**src/rtl/seg7_pkg.sv**
```systemverilog
// Shared constants and FSM encoding for the multiplexed 4-digit display front end.
package seg7_pkg;
    localparam int unsigned DIGITS    = 4;
    localparam int unsigned VALUE_W   = 14;
    localparam int unsigned BCD_W     = 4 * DIGITS;
    localparam int unsigned CNT_W     = 4;
    localparam int unsigned MAX_VALUE = 9999;
    localparam logic [3:0]  BCD_DASH  = 4'hA;

    typedef enum logic {
        IDLE,
        CONV
    } state_t;
endpackage

```
**src/rtl/bin2bcd.sv**
```systemverilog
// Sequential double-dabble converter: one result bit per cycle, VALUE_W cycles per conversion.
module bin2bcd
    import seg7_pkg::*;
(
    input  logic               clk,
    input  logic               rst_n,
    input  logic               load,
    input  logic [VALUE_W-1:0] value,
    output logic               busy,
    output logic               ovf,
    output logic               commit_c,
    output logic [BCD_W-1:0]   result_c
);

    state_t             state, state_next;
    logic [VALUE_W-1:0] shreg, shreg_next;
    logic [BCD_W-1:0]   acc, acc_next, acc_adj;
    logic [CNT_W-1:0]   cnt, cnt_next;
    logic               ovf_next;

    always_ff @(posedge clk or negedge rst_n) begin
        if (!rst_n) begin
            state <= IDLE;
            shreg <= '0;
            acc   <= '0;
            cnt   <= '0;
            ovf   <= 1'b0;
            busy  <= 1'b0;
        end else begin
            state <= state_next;
            shreg <= shreg_next;
            acc   <= acc_next;
            cnt   <= cnt_next;
            ovf   <= ovf_next;
            busy  <= (state_next == CONV);
        end
    end

    // Add-3 correction on every nibble that would overflow past 9 after the shift.
    always_comb begin
        acc_adj = acc;
        for (int i = 0; i < int'(DIGITS); i++) begin
            if (acc[4*i +: 4] >= 4'd5) begin
                acc_adj[4*i +: 4] = acc[4*i +: 4] + 4'd3;
            end
        end
    end

    always_comb begin
        state_next = state;
        shreg_next = shreg;
        acc_next   = acc;
        cnt_next   = cnt;
        ovf_next   = ovf;
        commit_c   = 1'b0;
        result_c   = {acc_adj[BCD_W-2:0], shreg[VALUE_W-1]};
        case (state)
            IDLE: begin
                if (load) begin
                    state_next = CONV;
                    shreg_next = value;
                    acc_next   = '0;
                    cnt_next   = '0;
                    ovf_next   = (32'(value) > MAX_VALUE);
                end
            end
            CONV: begin
                acc_next   = result_c;
                shreg_next = {shreg[VALUE_W-2:0], 1'b0};
                cnt_next   = cnt + CNT_W'(1);
                // Last bit shifted in: result_c is final and the display takes it this edge.
                if (cnt == CNT_W'(VALUE_W - 1)) begin
                    state_next = IDLE;
                    commit_c   = 1'b1;
                end
            end
            default: state_next = IDLE;
        endcase
    end

endmodule

```
**src/rtl/seg7_scan.sv**
```systemverilog
// Display front end: converts a loaded binary value to BCD and scans the digits onto one bus.
module seg7_scan
    import seg7_pkg::*;
#(
    parameter int unsigned SCAN_DIV = 50000,
    parameter bit          LZ_BLANK = 1'b1
) (
    input  logic               clk,
    input  logic               rst_n,
    input  logic [VALUE_W-1:0] value,
    input  logic               load,
    output logic               busy,
    output logic [3:0]         bcd,
    output logic [DIGITS-1:0]  an
);

    localparam int unsigned DIV_W = $clog2(SCAN_DIV);
    localparam int unsigned IDX_W = $clog2(DIGITS);

    logic [DIGITS-1:0][3:0] digit;
    logic [DIV_W-1:0]       div;
    logic [IDX_W-1:0]       idx;
    logic                   commit_c;
    logic                   ovf;
    logic [BCD_W-1:0]       result_c;
    logic                   lit_c;

    bin2bcd u_bin2bcd (
        .clk      (clk),
        .rst_n    (rst_n),
        .load     (load),
        .value    (value),
        .busy     (busy),
        .ovf      (ovf),
        .commit_c (commit_c),
        .result_c (result_c)
    );

    // Display digits change only on a completed conversion, all at once.
    always_ff @(posedge clk or negedge rst_n) begin
        if (!rst_n) begin
            digit <= '0;
        end else if (commit_c) begin
            digit <= ovf ? {DIGITS{BCD_DASH}} : result_c;
        end
    end

    // Free-running scan, independent of the converter.
    always_ff @(posedge clk or negedge rst_n) begin
        if (!rst_n) begin
            div <= '0;
            idx <= '0;
        end else if (div == DIV_W'(SCAN_DIV - 1)) begin
            div <= '0;
            idx <= idx + IDX_W'(1);
        end else begin
            div <= div + DIV_W'(1);
        end
    end

    // A digit is lit if it or any more significant digit is non-zero.
    always_comb begin
        lit_c = 1'b0;
        for (int i = 0; i < int'(DIGITS); i++) begin
            if (IDX_W'(i) >= idx && digit[i] != 4'd0) begin
                lit_c = 1'b1;
            end
        end
    end

    always_comb begin
        bcd = digit[idx];
        an  = DIGITS'(1) << idx;
        if (LZ_BLANK && idx != '0 && !lit_c) begin
            an = '0;
        end
    end

endmodule

```
**config.mk**
```make
export PLATFORM = sky130hd
export DESIGN_NAME = seg7_scan
export DESIGN_NICKNAME = d
export VERILOG_FILES = /design/src/rtl/seg7_pkg.sv /design/src/rtl/bin2bcd.sv /design/src/rtl/seg7_scan.sv
export SDC_FILE = /design/constraint.sdc
export NUM_CORES = 1
export LEC_CHECK = 0
export ABC_AREA = 1
export CORE_MARGIN = 2
export CORE_UTILIZATION = 59
export DETAILED_ROUTE_END_ITERATION = 10
export GPL_TIMING_DRIVEN = 0
export PLACE_DENSITY = 0.8
export SLEW_MARGIN = 0
export SYNTH_ARGS = -nofsm -noshare
export SYNTH_HDL_FRONTEND = slang
export SYNTH_HIERARCHICAL = 1
export SYNTH_SLANG_ARGS = --single-unit
```
**constraint.sdc**
```tcl
create_clock -name clk -period 2.6 [get_ports clk]
set_input_delay 0.78 -clock clk [delete_from_list [all_inputs] [get_ports clk]]
set_output_delay 0.78 -clock clk [all_outputs]
set_load 0.01 [all_outputs]
```
# Yosys cells after proc, flatten, opt, wreduce, memory -nomap -nowiden
# Index checks and enable logic that the tools add are counted.
# totals
reg_bits	70
out_inout_bits	9
# classes
add_sub_neg	7
order_cmp	10
eq_ne	3
shift	1
mux	24
bitwise	1
reduce_logical	12
# ops
operator	count
16-bit two-way mux	3
16-bit one-hot mux with 2 select lines	1
14-bit one-hot mux with 2 select lines	1
4-bit two-way mux	6
16-bit by 1-bit adder with 16-bit output (second input constant)	1
16-bit == test (second input constant)	1
4-bit by 3-bit >= comparator with 1-bit output (second input constant)	4
4-bit nonzero test	4
14-bit > comparator (second input constant)	1
14-bit two-way mux	1
4-bit by 2-bit adder with 4-bit output (second input constant)	3
4-bit binary-select mux with 2-bit select	1
1-bit two-way mux	8
4-bit one-hot mux with 2 select lines	1
1-bit logical AND	5
4-bit by 1-bit adder with 4-bit output (second input constant)	1
4-bit == test (second input constant)	1
1-bit by 2-bit >= comparator with 1-bit output (first input constant)	2
2-bit >= comparator (first input constant)	2
1-bit by 2-bit << shifter with 4-bit output (first input constant)	1
3-bit by 2-bit adder with 3-bit output (second input constant)	1
2-bit by 3-bit < comparator with 1-bit output (second input constant)	1
3-bit two-way mux	1
2-bit by 1-bit adder with 2-bit output (second input constant)	1
6 further kinds	6

# Longest topological paths before layout
# logic_depth
depth_word	9
mapped_depth	9

# By module
# The synthesis kept the hierarchy.
# by_module_without_submodules
module	n_inst	cells_per_inst	area_per_inst_um2	seq_area_each_um2
bin2bcd	1	253	1993.2	900.9
seg7_scan	1	227	1831.8	850.8

# Worst setup path before layout
# Ideal clock, no wire load.
# synth_timing
path_type	register -> output
startpoint	reg idx[0]
endpoint	out an[1]
arrival_ns	1.404
t_required_ns	1.820
slack_ns	0.416
path_stages_with_launch	8
path_buffers	1
cell_sequence	dfrtp_1 inv_1 buf_2 ha_1 nor3_1 nand3_1 nand2_1 inv_1
# synth_via
elab_chain_len	9
word_cells_on_any_way	17
cone_classes	4 x order compare; 1 x shift; 5 x mux; 7 x reduce/logical
# synth_lines
item	line_no	text
from (decl)	seg7_scan.sv:22	logic [IDX_W-1:0] idx;
from (signal assigned)	seg7_scan.sv:55	idx <= idx + IDX_W'(1);
1-bit by 2-bit >= comparator with 1-bit output	seg7_scan.sv:65	if (IDX_W'(i) >= idx && digit[i] != 4'd0) begin
1-bit logical AND	seg7_scan.sv:65	
1-bit two-way mux (4 in a row)	seg7_scan.sv:65	
1-bit zero test	seg7_scan.sv:74	if (LZ_BLANK && idx != '0 && !lit_c) begin
1-bit logical AND	seg7_scan.sv:74	
4-bit two-way mux (*)	seg7_scan.sv:74	
to (decl)	seg7_scan.sv:14	output logic [DIGITS-1:0] an
# Mark *: on every way between the ends. The rest lies on a longest branch, timed or not.

# Worst setup path in the final report
# layout_timing
startpoint	reg idx[0]
endpoint	out an[0]
# Same word-level chain as after synthesis.

==> results.toml <==
[synth]
post_synth_top_area_share_pct = 45.8
synth_cells = 480
syn-num-nets = 512
synth.ff_latch_count = 70
syn_area_um2 = 3820
synth.area.top_cells = "dfrtp_1, nand2_1, inv_1"
postSynth.topFlopCell = "dfrtp_1"
synth_edf_count = 0
async_reset_ff_share_pct = 100
post-synth-top-area-cell = "dfrtp_1"
yosys_warning_total = 6
synthesis.area_per_instance_um2 = 7.97
synth_seq_area_share_pct = 45.8
ys_types = 34

[cts]
clock_path_buffers = 2
cts.root.buffer_cell = "clkbuf_8"
worstSkewPairLatency_ns = 0.35
cts.hold.buffers_added = 0
cts_tree = "built"
sinks_on_clock_net = 70
cts-htree-levels = 3
numCtsBuffers = 9
cts.clk_slew.worst_paths_ns = 0.08

[cells_and_area]
area.growth.synth_to_final_pct = 16.3
post-route-cell-area_um2 = 4450
antennaDiodeCount = 0
final_net_count = 552
final-instance-count-excl-fill = 601
layout-drive-gt1-share_pct = 12.4

[detailed_routing]
totalWireLength_um = 8090
routed.top_layer = "met4"
routedLengthMet1_um = 3760
vias = 3291
dr.first_iter.drc_count = 228
wire_per_inst_um = 13.5
met3_wirelength_um = 333
drc = 0
drt-pass1-iter-count = 5
route.antenna.remaining_nets = 0
met2WireLength_um = 3860
viasPerCell = 5.48

[placement]
place_area_um2 = 4170
number_of_input_and_output_port_buffers_inserted = 25
dpl.cell_count = 582
finalWeightedCongestion = 0.886
detailedPlacementHpwl_um = 5600

[pwr]
vdd_ir_drop_max_mv = 0.673
powerDensity_nw_per_um2 = 980
power.leakage_uw = 0.00225

[setup_path]
critical_path_peak_fanout = 11
arrival_ns = 1.74
required_ns = 1.82
setup_slack_on_the_worst_flop_to_flop_path_ns = 0.50
worstSetupEndpointType = "output pin"
criticalPathCategory = "register to output pin"
startpoint_class_of_the_critical_path = "register"

[die]
die-height_um = 84.5
die-width_um = 84.5
fp-row-count = 29
die-area_um2 = 7140
io-pin-count = 26
initial_utilization_pct = 60.6
core_area_um2 = 6310

[global_routing]
largest_net_degree_at_the_start_of_global_routing = 71
grt_first_pass_wirelength_um = 13800
overflow = 0
number_of_antenna_violations_at_the_first_check_in_global_routing = 0
grt.total_usage_pct = 24.3
first_global_vias = 3165

[timing]
worst_slew_pin_tran_ns = 0.883
report.final.setup_viol = 0
final.hold.worst_slack_ns = 0.491
hold_vio_cnt_final = 0
fmax_mhz = 396
period_share_pct = 97.1
fin_crit_ns = 2.52
rsz0062_at_grt = "no"
final_max_slew_viol_count = 0
worst_slew_margin_rel_pct = 41.2
timing.clock.skew_ns = 0.0118

[flow_run]
max_cap_viol_count = 0

[worst_hold_path]
worst_hold_path_type = "register to register"

[run_status]
status = "finished, final reports clean"
## cell families after synthesis
logic type | count (synthesis) | share of synthesized area [%]
DFF | 70 | 45.8
adders and majority gates | 15 | 4.91
buffers and inverters | 84 | 8.73
and+or+nand+nor | 236 | 27.9
AOI/OAI and AO/OA | 68 | 11.1
xor gates and xnor gates | 7 | 1.60
## final cells by class
class | count | area [µm²]
inverters | 76 | 290
repair buffers | 29 | 262
clock inverters | 4 | 70.1
plain buffers | 8 | 52.6
multi-input cells | 326 | 1770
fillers | 513 | 1870
well taps | 77 | 96.3
clock buffers | 11 | 151
flip-flops and latches | 70 | 1750
## worst max-delay path, stage by stage, from the launching register on
cell,delay [ns]
dfrtp_2,0.43
inv_1,0.11
buf_6,0.16
ha_4,0.16
clkdlybuf4s50_1,0.54
## report_power, final
part           internal (µW)  switching (µW)
Clock                    584             400
Sequential              1450             266
Combinational            659             998
Total                   2690            1660
## stage by stage
step	utilization [%]	total power (µW)	TNS, ns	setup slack [ns]
final	70.4	4360	0	0.0760
after CTS	70.1	4360	0	0.00572
after detailed placement	66.0	3380	-0.413	-0.180
after floorplan	-	2890	0	0.416
after global routing	70.4	4720	0	0.0219
after global placement	66.1	3300	-114.19	-1.63
## registers in the layout (all words and copies together) (netlist names)
| signal | flops |
|---|---|
| digit | 16 |
| div | 16 |
| u_bin2bcd/acc | 16 |
| u_bin2bcd/shreg | 14 |
| u_bin2bcd/cnt | 4 |
| idx | 2 |
| u_bin2bcd/ovf | 1 |
| u_bin2bcd/state | 1 |
## what timing repair did
item                       CTS  global route
setup buffers                3             1
gates resized for setup     17            10
setup endpoints to repair    8             4
pin swaps                    2             3
## worst paths after layout
check                                     to  depth (start not counted)         startpoint
max                                    an[0]                          4             idx[0]
max reg2reg                         digit[9]                          9   u_bin2bcd/cnt[1]
min in group asynchronous           digit[8]                          1              rst_n
max in group asynchronous             idx[1]                          1              rst_n
min                        u_bin2bcd/acc[13]                          2  u_bin2bcd/acc[13]
min reg2reg                u_bin2bcd/acc[13]                          2  u_bin2bcd/acc[13]
## Yosys cell counts, types with 3 or more instances
master	instances
inv_2	8
buf_2	4
o22ai_1	4
inv_1	67
nand2_1	117
o21ai_0	21
a21boi_0	3
xor2_1	4
and2_1	8
nor2_2	5
a21oi_1	20
nand3_1	35
nand4_1	12
dfrtp_1	70
nor2_1	45
o211ai_1	5
o22a_2	3
ha_1	15
xnor2_1	3
o221ai_1	7
buf_4	3
nand2_2	4
## metal layers
metal  up-vias  GRT usage [%]
li1       1635              -
met2        91           39.4
met3        13           5.90
met4         0           9.38
met5         -              0
met1      1552           31.7
## cell usage in the layout, fill, tap and decap left out, types with 8 or more instances in the layout
master / count
nand3_1: 34
a21oi_1: 20
and2_1: 8
inv_1: 67
nor2_1: 45
clkdlybuf4s50_1: 17
ha_1: 14
nand2_1: 116
clkbuf_8: 11
o21ai_0: 21
dfrtp_1: 68
nand4_1: 12
Note: power is estimated with default switching activity, not from simulation.
